File: src/rtl/i2s_frame_sequencer.sv
// I2S frame sequencer: serialises stereo tx pairs onto sdout and deserialises sdin,
// with all timing taken from the shared clock-generator sequence counter.
module i2s_frame_sequencer #(
    parameter int SEQ_WIDTH    = 11,
    parameter int SAMPLE_WIDTH = 24
) (
    input  logic                    clk_i,
    input  logic                    rst_ni,
    input  logic [SEQ_WIDTH-1:0]    seq_i,
    input  logic                    enable_i,
    input  logic [SAMPLE_WIDTH-1:0] tx_left_i,
    input  logic [SAMPLE_WIDTH-1:0] tx_right_i,
    input  logic                    tx_valid_i,
    output logic                    tx_ready_o,
    output logic                    sdout_o,
    input  logic                    sdin_i,
    output logic [SAMPLE_WIDTH-1:0] rx_left_o,
    output logic [SAMPLE_WIDTH-1:0] rx_right_o,
    output logic                    rx_valid_o,
    output logic                    underrun_o,
    input  logic                    underrun_clr_i
);
    typedef enum logic [1:0] {
        IDLE  = 2'd0,
        SYNC  = 2'd1,
        RUN   = 2'd2,
        DRAIN = 2'd3
    } state_e;

    state_e                  state_q;
    logic                    hold_full_q;
    logic [SAMPLE_WIDTH-1:0] hold_left_q;
    logic [SAMPLE_WIDTH-1:0] hold_right_q;
    logic [SAMPLE_WIDTH-1:0] tx_left_q;
    logic [SAMPLE_WIDTH-1:0] tx_right_q;
    logic [SAMPLE_WIDTH-1:0] rx_sh_left_q;
    logic [SAMPLE_WIDTH-1:0] rx_sh_right_q;
    logic [SAMPLE_WIDTH-1:0] rx_left_q;
    logic [SAMPLE_WIDTH-1:0] rx_right_q;
    logic                    sdout_q;
    logic                    rx_valid_q;
    logic                    underrun_q;

    logic [8:0]              pos;
    logic                    fs;
    logic                    last;
    logic                    launch;
    logic                    capture;
    logic                    chan;
    logic [4:0]              bidx;
    logic                    in_slot;
    logic                    active;
    logic                    accepting;
    logic                    fs_load;
    logic                    ur_set;
    logic [SAMPLE_WIDTH-1:0] tx_sel;
    logic [4:0]              tx_idx;
    logic                    tx_bit_d;
    logic [SAMPLE_WIDTH-1:0] rx_sh_left_d;
    logic [SAMPLE_WIDTH-1:0] rx_sh_right_d;
    logic                    unused_seq;

    // Only the low nine bits of the counter define a frame.
    assign pos        = seq_i[8:0];
    assign unused_seq = ^seq_i[SEQ_WIDTH-1:9];
    assign fs         = (pos == 9'd0);
    assign last       = (pos == 9'd511);
    assign launch     = (pos[2:0] == 3'd0);
    assign capture    = (pos[2:0] == 3'd4);
    assign chan       = pos[8];
    assign bidx       = pos[7:3];
    assign in_slot    = (bidx != 5'd0) && (int'(bidx) <= SAMPLE_WIDTH);

    assign active     = (state_q == RUN) || (state_q == DRAIN);
    assign accepting  = (state_q == SYNC) || (state_q == RUN);
    assign fs_load    = fs && ((state_q == RUN) || ((state_q == SYNC) && enable_i));
    assign ur_set     = fs_load && !hold_full_q && !tx_valid_i;

    // Slot b carries sample bit [SAMPLE_WIDTH-b]; slot 0 is the I2S one-bit delay.
    assign tx_sel        = chan ? tx_right_q : tx_left_q;
    assign tx_idx        = 5'(SAMPLE_WIDTH) - bidx;
    assign tx_bit_d      = in_slot ? tx_sel[tx_idx] : 1'b0;
    assign rx_sh_left_d  = SAMPLE_WIDTH'({rx_sh_left_q, sdin_i});
    assign rx_sh_right_d = SAMPLE_WIDTH'({rx_sh_right_q, sdin_i});

    assign tx_ready_o = accepting && !hold_full_q;
    assign sdout_o    = sdout_q;
    assign rx_left_o  = rx_left_q;
    assign rx_right_o = rx_right_q;
    assign rx_valid_o = rx_valid_q;
    assign underrun_o = underrun_q;

    always_ff @(posedge clk_i or negedge rst_ni) begin
        if (!rst_ni) begin
            state_q       <= IDLE;
            hold_full_q   <= 1'b0;
            hold_left_q   <= '0;
            hold_right_q  <= '0;
            tx_left_q     <= '0;
            tx_right_q    <= '0;
            rx_sh_left_q  <= '0;
            rx_sh_right_q <= '0;
            rx_left_q     <= '0;
            rx_right_q    <= '0;
            sdout_q       <= 1'b0;
            rx_valid_q    <= 1'b0;
            underrun_q    <= 1'b0;
        end else begin
            rx_valid_q <= 1'b0;

            unique case (state_q)
                IDLE:  if (enable_i) state_q <= SYNC;
                SYNC:  if (!enable_i) state_q <= IDLE;
                       else if (fs) state_q <= RUN;
                RUN:   if (!enable_i) state_q <= DRAIN;
                DRAIN: if (last) state_q <= IDLE;
                default: state_q <= IDLE;
            endcase

            if (active) begin
                if (launch) sdout_q <= tx_bit_d;
            end else begin
                sdout_q <= 1'b0;
            end

            if (active && capture && in_slot) begin
                if (chan) rx_sh_right_q <= rx_sh_right_d;
                else      rx_sh_left_q  <= rx_sh_left_d;
            end

            if (active && last) begin
                rx_left_q  <= rx_sh_left_q;
                rx_right_q <= rx_sh_right_q;
                rx_valid_q <= 1'b1;
            end

            // A pair offered on the frame-start cycle with holding empty skips holding.
            if (fs_load) begin
                if (hold_full_q) begin
                    tx_left_q   <= hold_left_q;
                    tx_right_q  <= hold_right_q;
                    hold_full_q <= 1'b0;
                end else if (tx_valid_i) begin
                    tx_left_q  <= tx_left_i;
                    tx_right_q <= tx_right_i;
                end else begin
                    tx_left_q  <= '0;
                    tx_right_q <= '0;
                end
            end else if (tx_valid_i && tx_ready_o) begin
                hold_left_q  <= tx_left_i;
                hold_right_q <= tx_right_i;
                hold_full_q  <= 1'b1;
            end

            if (ur_set)              underrun_q <= 1'b1;
            else if (underrun_clr_i) underrun_q <= 1'b0;
        end
    end
endmodule
File: config.mk
export PLATFORM = sky130hd
export DESIGN_NAME = i2s_frame_sequencer
export DESIGN_NICKNAME = d
export VERILOG_FILES = /design/src/rtl/i2s_frame_sequencer.sv
export SDC_FILE = /design/constraint.sdc
export NUM_CORES = 1
export LEC_CHECK = 0
export ABC_CLOCK_PERIOD_IN_PS = 5750
export BUFFER_PORTS_ARGS = -buffer_cell sky130_fd_sc_hd__buf_2
export CORE_MARGIN = 3
export CORE_UTILIZATION = 29
export DETAILED_ROUTE_END_ITERATION = 10
export PLACE_DENSITY = 0.56
export SLEW_MARGIN = 20
export SYNTH_ARGS = -nofsm -noshare
export SYNTH_HDL_FRONTEND = slang
export SYNTH_SLANG_ARGS = --single-unit
File: constraint.sdc
create_clock -name clk_i -period 5.75 [get_ports clk_i]
set_clock_uncertainty 0.1 [all_clocks]
set_input_delay 0.575 -clock clk_i [delete_from_list [all_inputs] [get_ports clk_i]]
set_output_delay 0.575 -clock clk_i [all_outputs]
set_load 0.02 [all_outputs]
# --- Word level (Yosys, flattened, before mapping) ---
# Cells that the tools add are included.
totals:
  reg_bits: 198
  output_inout_bits: 52
classes:
  add_sub_neg: 1
  n_lt_le_gt_ge: 2
  n_eq_ne: 10
  muxes: 21
  bitwise: 2
  reduce_logical: 25
op_table:
  columns: ["cell", "n"]
  rows:
  - ["2-to-1 mux 24 bit", 5]
  - ["logical AND 1 bit", 10]
  - ["2-to-1 mux 2 bit", 5]
  - ["equality test 9 bit, second input constant", 1]
  - ["zero test 9 bit", 1]
  - ["2-to-1 mux 1 bit", 9]
  - ["inequality test 2 bit, second input constant", 4]
  - ["one-hot mux 2 bit (4 select lines)", 1]
  - ["less-than comparator 5 x 6 -> 1 bit, second input constant", 1]
  - ["AND reduction 2 bit", 3]
  - ["binary-select mux 1 bit (select 5 bit)", 1]
  - ["<= comparator 5 bit, second input constant", 1]
  - ["nonzero test 5 bit", 1]
  - ["subtractor 5 bit, first input constant", 1]
  - ["equality test 2 bit, second input constant", 2]
  - ["AND reduction 4 bit", 1]
  - ["nonzero test 2 bit", 2]
  - ["equality test 3 bit, second input constant", 1]
  - ["zero test 3 bit", 1]
  - ["logical OR 1 bit", 3]
  - ["inequality test 3 bit, second input constant", 1]
  - ["equality test 2 x 1 -> 1 bit, second input constant", 1]
  - ["zero test 1 bit", 2]
  - ["zero test 2 bit", 1]
  - ["NOT 1 bit", 2]

# --- Logic depth before layout (Yosys ltp) ---
# Gate-level depths: netlist (run 1).
logic_depth:
  ltp_word: 7
  depth_mapped: 11

# --- Worst setup path after synthesis (run 1) ---
# OpenSTA, ideal clock, no wires.
synth_path:
  kind: "input-to-reg"
  start: "in seq_i[3]"
  end: "reg rx_sh_left_q[10]"
  arrival_ns: 2.724
  setup_slack_ns: 2.801
  cell_stages: 11
  n_path_buf: 4
  cell_sequence: "buf_2 > buf_1 > inv_1 > ha_1 > buf_2 > or4b_1 > o211a_1 > nand3_1 > nor2_1 > buf_2 > mux2_2"
synth_via:
  elab_chain_cells: 4
synth_rtl:
  columns: ["element", "line_no", "rtl"]
  rows:
  - ["start: declaration", "9", "input logic [SEQ_WIDTH-1:0] seq_i,"]
  - ["<= comparator 5 bit / nonzero test 5 bit (equally long branches)", "72", "assign in_slot = (bidx != 5'd0) && (int'(bidx) <= SAMPLE_WIDTH);"]
  - ["logical AND 1 bit (*)", "72", null]
  - ["logical AND 1 bit (*)", "126", "if (active && capture && in_slot) begin"]
  - ["AND reduction 2 bit (no source line) (*)", null, null]
  - ["end signal: assignment", "128", "else rx_sh_left_q <= rx_sh_left_d;"]
  - ["end: declaration", "36", "logic [SAMPLE_WIDTH-1:0] rx_sh_left_q;"]
# Every way passes the cells marked *; elsewhere a longest branch is shown, timed or not.
# A chain may end at the register's enable or synchronous reset.

# --- Final worst setup path (run 1) ---
layout_path:
  start: "reg state_q[0]"
  end: "reg hold_right_q[9]"
layout_via:
  elab_chain_cells: 6
layout_rtl:
  columns: ["element", "line_no", "rtl"]
  rows:
  - ["start: declaration", "30", "state_e state_q;"]
  - ["start signal: assignment", "95", "state_q <= IDLE;"]
  - ["start signal: assignment", "112", "IDLE: if (enable_i) state_q <= SYNC;"]
  - ["start signal: assignment", "113", "SYNC: if (!enable_i) state_q <= IDLE;"]
  - ["equality test 2 x 1 -> 1 bit", "75, 76", null]
  - ["logical AND 1 bit", "76", "assign fs_load = fs && ((state_q == RUN) || ((state_q == SYNC) && enable_i));"]
  - ["logical OR 1 bit", "76", null]
  - ["logical AND 1 bit", "76", null]
  - ["NOT 1 bit (no source line)", null, null]
  - ["AND reduction 2 bit (no source line) (*)", null, null]
  - ["end signal: assignment", "152", "hold_right_q <= tx_right_i;"]
  - ["end: declaration", "33", "logic [SAMPLE_WIDTH-1:0] hold_right_q;"]
# Marked as above.

==> results of run 1 <==
==> synthesized netlist by cell type (5+ instances only) <==
cell type | number | share of area, %
nand2_1 | 54 | 2.4
dfrtp_1 | 198 | 58
a22oi_1 | 48 | 4.2
mux2_2 | 139 | 18
mux2i_1 | 14 | 1.7
mux2_4 | 9 | 1.6
ha_1 | 5 | 0.74
inv_1 | 9 | 0.40
nand3_1 | 6 | 0.35
nor2_1 | 8 | 0.35
clkbuf_1 | 23 | 1.0
nor2b_1 | 5 | 0.37
buf_2 | 19 | 1.1
o21ai_0 | 49 | 2.9
==> cells in the final DEF (no fill, tap or decap), types with 3 or more instances in the layout <==
cell type | Yosys | layout
nand3_1 | 6 | 6
nand2_1 | 54 | 54
xor2_1 | 3 | 3
clkinv_8 | 0 | 4
clkinv_4 | 0 | 3
buf_2 | 19 | 113
inv_6 | 0 | 4
mux4_2 | 4 | 4
ha_1 | 5 | 5
a21oi_1 | 3 | 3
buf_4 | 0 | 7
nand4_1 | 3 | 3
mux2i_1 | 14 | 14
mux2_2 | 139 | 139
mux2_4 | 9 | 9
a31oi_1 | 4 | 4
inv_1 | 9 | 9
nor2_1 | 8 | 7
nor2b_1 | 5 | 4
dfrtp_1 | 198 | 197
clkbuf_16 | 0 | 17
nor3_1 | 3 | 3
a22oi_1 | 48 | 48
o21ai_0 | 49 | 49
==> where the power goes <==
group	switching (mW)	internal, mW	total (mW)
clock network	0.583	0.626	1.21
registers	0.107	1.59	1.70
logic	0.343	0.388	0.731
total	1.03	2.61	3.64
==> sequential cells by signal, indices dropped and copies added, names as in the netlist, named ones only <==
| register | cells |
|---|---|
| tx_left_q | 24 |
| hold_full_q | 1 |
| hold_right_q | 24 |
| sdout_o | 1 |
| rx_left_o | 24 |
| underrun_o | 1 |
| state_q | 1 |
| rx_sh_right_q | 24 |
| tx_right_q | 24 |
| rx_right_o | 24 |
| hold_left_q | 24 |
| rx_sh_left_q | 24 |
| rx_valid_o | 1 |
==> cell type report <==
| class | instances | area, um^2 |
|---|---|---|
| inverter | 9 | 33.8 |
| timing repair buffer | 122 | 652 |
| multi-input combinational | 389 | 3310 |
| tap | 378 | 473 |
| fill | 2771 | 18300 |
| antenna | 1 | 2.50 |
| clock buffer | 17 | 425 |
| sequential | 198 | 4960 |
| clock inverter | 15 | 184 |
==> per-layer routing <==
layer | share of wire (%) | vias up | track usage, %
met3 | 4.9 | 9 | 2.77
met2 | 46 | 135 | 18.8
met5 | 0 | - | 0
li1 | - | 2517 | -
met4 | 0.77 | 0 | 2.55
met1 | 48 | 2689 | 17.3
==> worst max-delay path: cells and delay by family (launching register included) <==
family | cells | cell delay [ps]
AND/OR/NAND/NOR | 2 | 830
buffers and inverters | 2 | 610
flip-flops | 1 | 420
multiplexers | 1 | 390
adder cells (fa/ha/maj) | 1 | 300
==> cells by family after synthesis <==
group	after synthesis
buffers and inverters	55
DFF	198
muxes	166
and+or+nand+nor	90
AOI/OAI and AO/OA	123
xor gates and xnor gates	5
adders and majority gates	5
==> path summary, 6_finish.rpt <==
path	startpoint	to	slack, ps	depth (start not counted)
min	rst_ni	rx_sh_right_q[10]$_DFFE_PN0P_	90	1
max in group asynchronous	rst_ni	hold_full_q$_DFFE_PN0P_	4300	2
max reg2reg	state_q[0]$_DFFE_PN0P_	hold_right_q[9]$_DFFE_PN0P_	2940	6
min reg2reg	tx_right_q[3]$_DFFE_PN0N_	tx_right_q[3]$_DFFE_PN0N_	380	2
min in group clk_i	underrun_clr_i	underrun_o$_DFFE_PN0P_	210	2
max	state_q[0]$_DFFE_PN0P_	hold_right_q[9]$_DFFE_PN0P_	2940	6
==> impl_metrics.ini, run 1 <==
[layout]
drive_gt1_share_pct = 42.0
syn2layout_area_growth_pct = 18.3
final_nets = 807
final_core_util_pct = 35.4
final_area_um2 = 10000
stdcell_count = 1129

[critical_path]
start_kind = flip-flop
slowest_delay_ps = 540
worstSetupPathType = flip-flop to flip-flop
timing.critical_path.cells = inv_1 > ha_1 > nor2b_1 > and3_2 > buf_4 > mux2_2
cp.required_ps = 5960
crit_fanout = 36
crit_arrival_ps = 3020
critical-path-slowest-cell = and3_2
crit_path_end_kind = flip-flop

[yosys]
synth_top_family_by_area = multiplexers
synth_cell_types = 51
ys.flop_type = dfrtp_1
ys_ff_latch = 198
syn_area_um2 = 8480
synthMuxAreaShare_pct = 22.8
async_flop_share_pct = 100
syn-num-nets = 712
ys_warn_count = 0
synth_compound_area_share_pct = 9.54
syn_area_per_cell_um2 = 13.2
yosysSeqAreaShare_pct = 58.4
synth_fa_ha_area_share_pct = 0.737
synth_edf_count = 0
synth_simple_gate_area_share_pct = 5.06
synth_cells = 642
synth_xor_xnor_area_share_pct = 0.516

[timing]
grt_setup_unrepaired = no
slew_headroom_pct = 43.3
fin_crit_sh_pct = 48.8
slew_viol_final = 0
setup_viol = 0
fin_crit_ps = 2810
worst_slack_ps = 2940
fmax_mhz = 356
worst-slew-pin-transition_ps = 851
fin_setup_tns_ps = 0
worst_hold_slack_ps = 93.6
hold_violations = 0

[detailed_routing]
drc = 0
vias = 5350
final_antenna_net_count = 0
firstDrtPassIters = 4
via_per_inst = 4.74
drt-wirelength-per-cell_um = 16.4
routed_wirelength_mm = 18.5
drt_iter0_markers = 338

[floorplanning]
ios = 117
die-area_um2 = 31300
die_y_um = 177
coreArea_um2 = 28300
fp.dieW_um = 177
initial_core_util_pct = 30.0
rows = 61

[grt]
grt_pass1_wl_mm = 29.9
grt_usage_pct = 12.1
gr-total-overflow = 0
grt_pass1_vias = 5427
antenna_found_initial = 0
grt_max_degree = 108

[placement]
gp_congestion = 0.748
post-place-ws_ps = 2700
dp.cells = 1096
placed_area_um2 = 9420
port_buffers = 114
hpwl_mm = 12.2

[clock_tree]
clk_latency_ps = 430
cts_buffers = 17
clock_path_buffers = 2
h-tree-depth = 4
clk_pin_slew_worst_paths_ps = 80
holdBufCountCts = 0
post_cts_buffers = 0
root_buffer = clkbuf_16
cts.sinks = 198
postCtsResizedCells = 0
cts_tree = yes

[run]
timing.max_cap.violations = 0

[run_status]
status = complete, no violations

[power]
vdd_drop_max_mv = 0.216
report.power.total_mw = 3.64
p_leak_nw = 4.83
power_density_nw_per_um2 = 363

[worst_hold_path]
hold_path.class = input port to asynchronous set/reset pin
Note: power is estimated with default switching activity, not from simulation.
==> run 2: changes to the inputs <==
ABC_AREA = 1   (was not set)
ABC_CLOCK_PERIOD_IN_PS = 2400   (was 5750)
PLACE_DENSITY = 0.57   (was 0.56)
clock period = 2.4 ns   (was 5.75 ns; I/O delays follow)
==> impl_metrics.ini, run 2 <==
[placement]
hpwl_mm = 13.8
gp_congestion = 0.789
port_buffers = 114
dp.cells = 1490

[layout]
final_nets = 1233
final_core_util_pct = 36.4
layout_common_cells = nand2_1 (267), dfrtp_1 (198), o21ai_0 (164), inv_1 (146), buf_2 (113)
syn2layout_area_growth_pct = 23.3
fill_cells = 3122
final_common_cell = nand2_1
drive_gt1_share_pct = 17.3
stdcell_count = 1567

[yosys]
syn_area_um2 = 8800
syn-num-nets = 1096
ys.flop_type = dfrtp_1
ys_top_cells_by_area = dfrtp_1 (56%), nand2_1 (11%), o21ai_0 (9.3%)
syn_area_per_cell_um2 = 8.58
synth_cells = 1026
synth_top_area_share_pct = 56.3
synthMostInstantiatedCell = nand2_1
yosysSeqAreaShare_pct = 56.3
ys_ff_latch = 198
synth_cell_types = 35
synth_edf_count = 0
ys_warn_count = 0
synth_top_cell_by_area = dfrtp_1
synth.cells.most_frequent = nand2_1 (268), dfrtp_1 (198), o21ai_0 (164)
async_flop_share_pct = 100

[floorplanning]
initial_core_util_pct = 29.5
die_y_um = 180
coreArea_um2 = 29800
rows = 63
fp.dieW_um = 180
die-area_um2 = 32500
ios = 117

[critical_path]
cp.required_ps = 2060
crit_arrival_ps = 1740
worstSetupPathType = flip-flop to output port
start_kind = flip-flop
path_common_cell = inv_1
critical-path-slowest-cell = dfrtp_1
timing.critical_path.cells = inv_1 > ha_1 > inv_1 > nor2_1 > buf_2
crit_fanout = 5
slowest_delay_ps = 430
crit_path_end_kind = output port

[clock_tree]
root_buffer = clkbuf_16
cts_buffers = 17
clk_pin_slew_worst_paths_ps = 80
clk_latency_ps = 440
clock_path_buffers = 2
cts_tree = yes
post_cts_buffers = 0
h-tree-depth = 4
cts.sinks = 198

[timing]
hold_violations = 0
setup_viol = 0
slew_viol_final = 0
worst-slew-pin-transition_ps = 477
fmax_mhz = 480
slew_headroom_pct = 68.2
fin_crit_sh_pct = 86.8
grt_setup_unrepaired = no
worst_hold_slack_ps = 4.82
fin_setup_tns_ps = 0
fin_crit_ps = 2080

[detailed_routing]
drt-wirelength-per-cell_um = 13.0
firstDrtPassIters = 8
final_antenna_net_count = 0
drt_iter0_markers = 486
routed_wirelength_mm = 20.4
via_per_inst = 4.35
vias = 6815
drc = 0

[grt]
antenna_found_initial = 2
grt_max_degree = 77
grt_usage_pct = 12.8
grt_pass1_wl_mm = 34.0
grt_pass1_vias = 6578
gr-total-overflow = 0

[run]
timing.max_cap.violations = 0

[power]
power_density_nw_per_um2 = 770
p_leak_nw = 5.25
vdd_drop_max_mv = 0.444

[worst_hold_path]
hold_path.class = input port to flip-flop

[run_status]
status = complete, no violations
[run 2: cell count changes after synthesis, moves of 14 or more]
| cell | change |
|---|---|
| mux2_2 | -139 |
| a22oi_1 | -48 |
| o21ai_1 | +43 |
| nor2_1 | +15 |
| nand2_1 | +214 |
| inv_1 | +137 |
| o21ai_0 | +115 |
| mux2i_1 | -14 |
| o21ai_2 | +16 |
| nand3_1 | +39 |
[run 2: where the power goes]
| part | internal, mW | switching [mW] | total, mW |
|---|---|---|---|
| registers | 3.79 | 0.248 | 4.04 |
| logic | 0.549 | 0.751 | 1.30 |
| clock network | 1.53 | 1.48 | 3.01 |
[run 2: path summary, 6_finish.rpt]
path                                                endpoint                         start  slack (ps)  cells after the start
min in group asynchronous           rx_left_o[8]$_DFFE_PN0P_                        rst_ni         220                      2
max in group asynchronous         tx_right_q[19]$_DFFE_PN0N_                        rst_ni        1180                      3
worst max-delay path                              tx_ready_o        state_q[0]$_DFFE_PN0P_         320                      5
worst max register to register   hold_right_q[6]$_DFFE_PN0P_        state_q[0]$_DFFE_PN0P_         330                      8
worst min-delay path            hold_right_q[13]$_DFFE_PN0P_                tx_right_i[13]           5                      3
worst min register to register     rx_left_o[23]$_DFFE_PN0P_  rx_sh_left_q[23]$_DFFE_PN0P_         370                      2
[run 2: area by class of cell]
class,count,area (um^2),area share [%]
flip-flops and latches,198,4950,45.7
multi-input cells,619,2940,27.1
repair buffers,178,1270,11.7
inverters,149,561,5.17
well taps,390,488,4.50
clock buffers,17,425,3.92
clock inverters,15,201,1.86
diodes,1,2.50,0.0231
[run 2: stage by stage]
stage / power [mW] / worst slack [ps] / area (um^2)
finish: 8.35 / 316 / 10800
global route: 8.88 / 114 / 10800
CTS: 8.47 / 259 / 10800
detailed placement: 5.37 / 310 / 9780
global placement: 5.32 / 373 / 9780
floorplan: 4.95 / 498 / 8800
[run 2: cell families after synthesis]
| family | share of synthesized area, % |
|---|---|
| AND/OR/NAND/NOR | 16.8 |
| AO/OA/AOI/OAI | 15.7 |
| buffers and inverters | 10.3 |
| flip-flops | 56.3 |
| adder cells (fa/ha/maj) | 0.711 |
| XOR/XNOR | 0.199 |
[run 2: repair_timing]
item,CTS,global route
gates resized for setup,0,0
endpoints found under the setup margin,0,0
hold buffers,44,0
hold endpoints to repair,108,0
[run 2: worst max-delay path: cells and delay by family (launching register included)]
kind                     cells  cell delay [ps]
AND/OR/NAND/NOR              1              220
buffers and inverters        3              370
adder cells (fa/ha/maj)      1              290
flip-flops                   1              430
[run 2: per-layer routing]
layer	GRT usage [%]	part of all wire [%]
met1	18.2	50
met2	19.7	45
met3	3.09	4.3
met4	2.89	0.98
met5	0	0.11
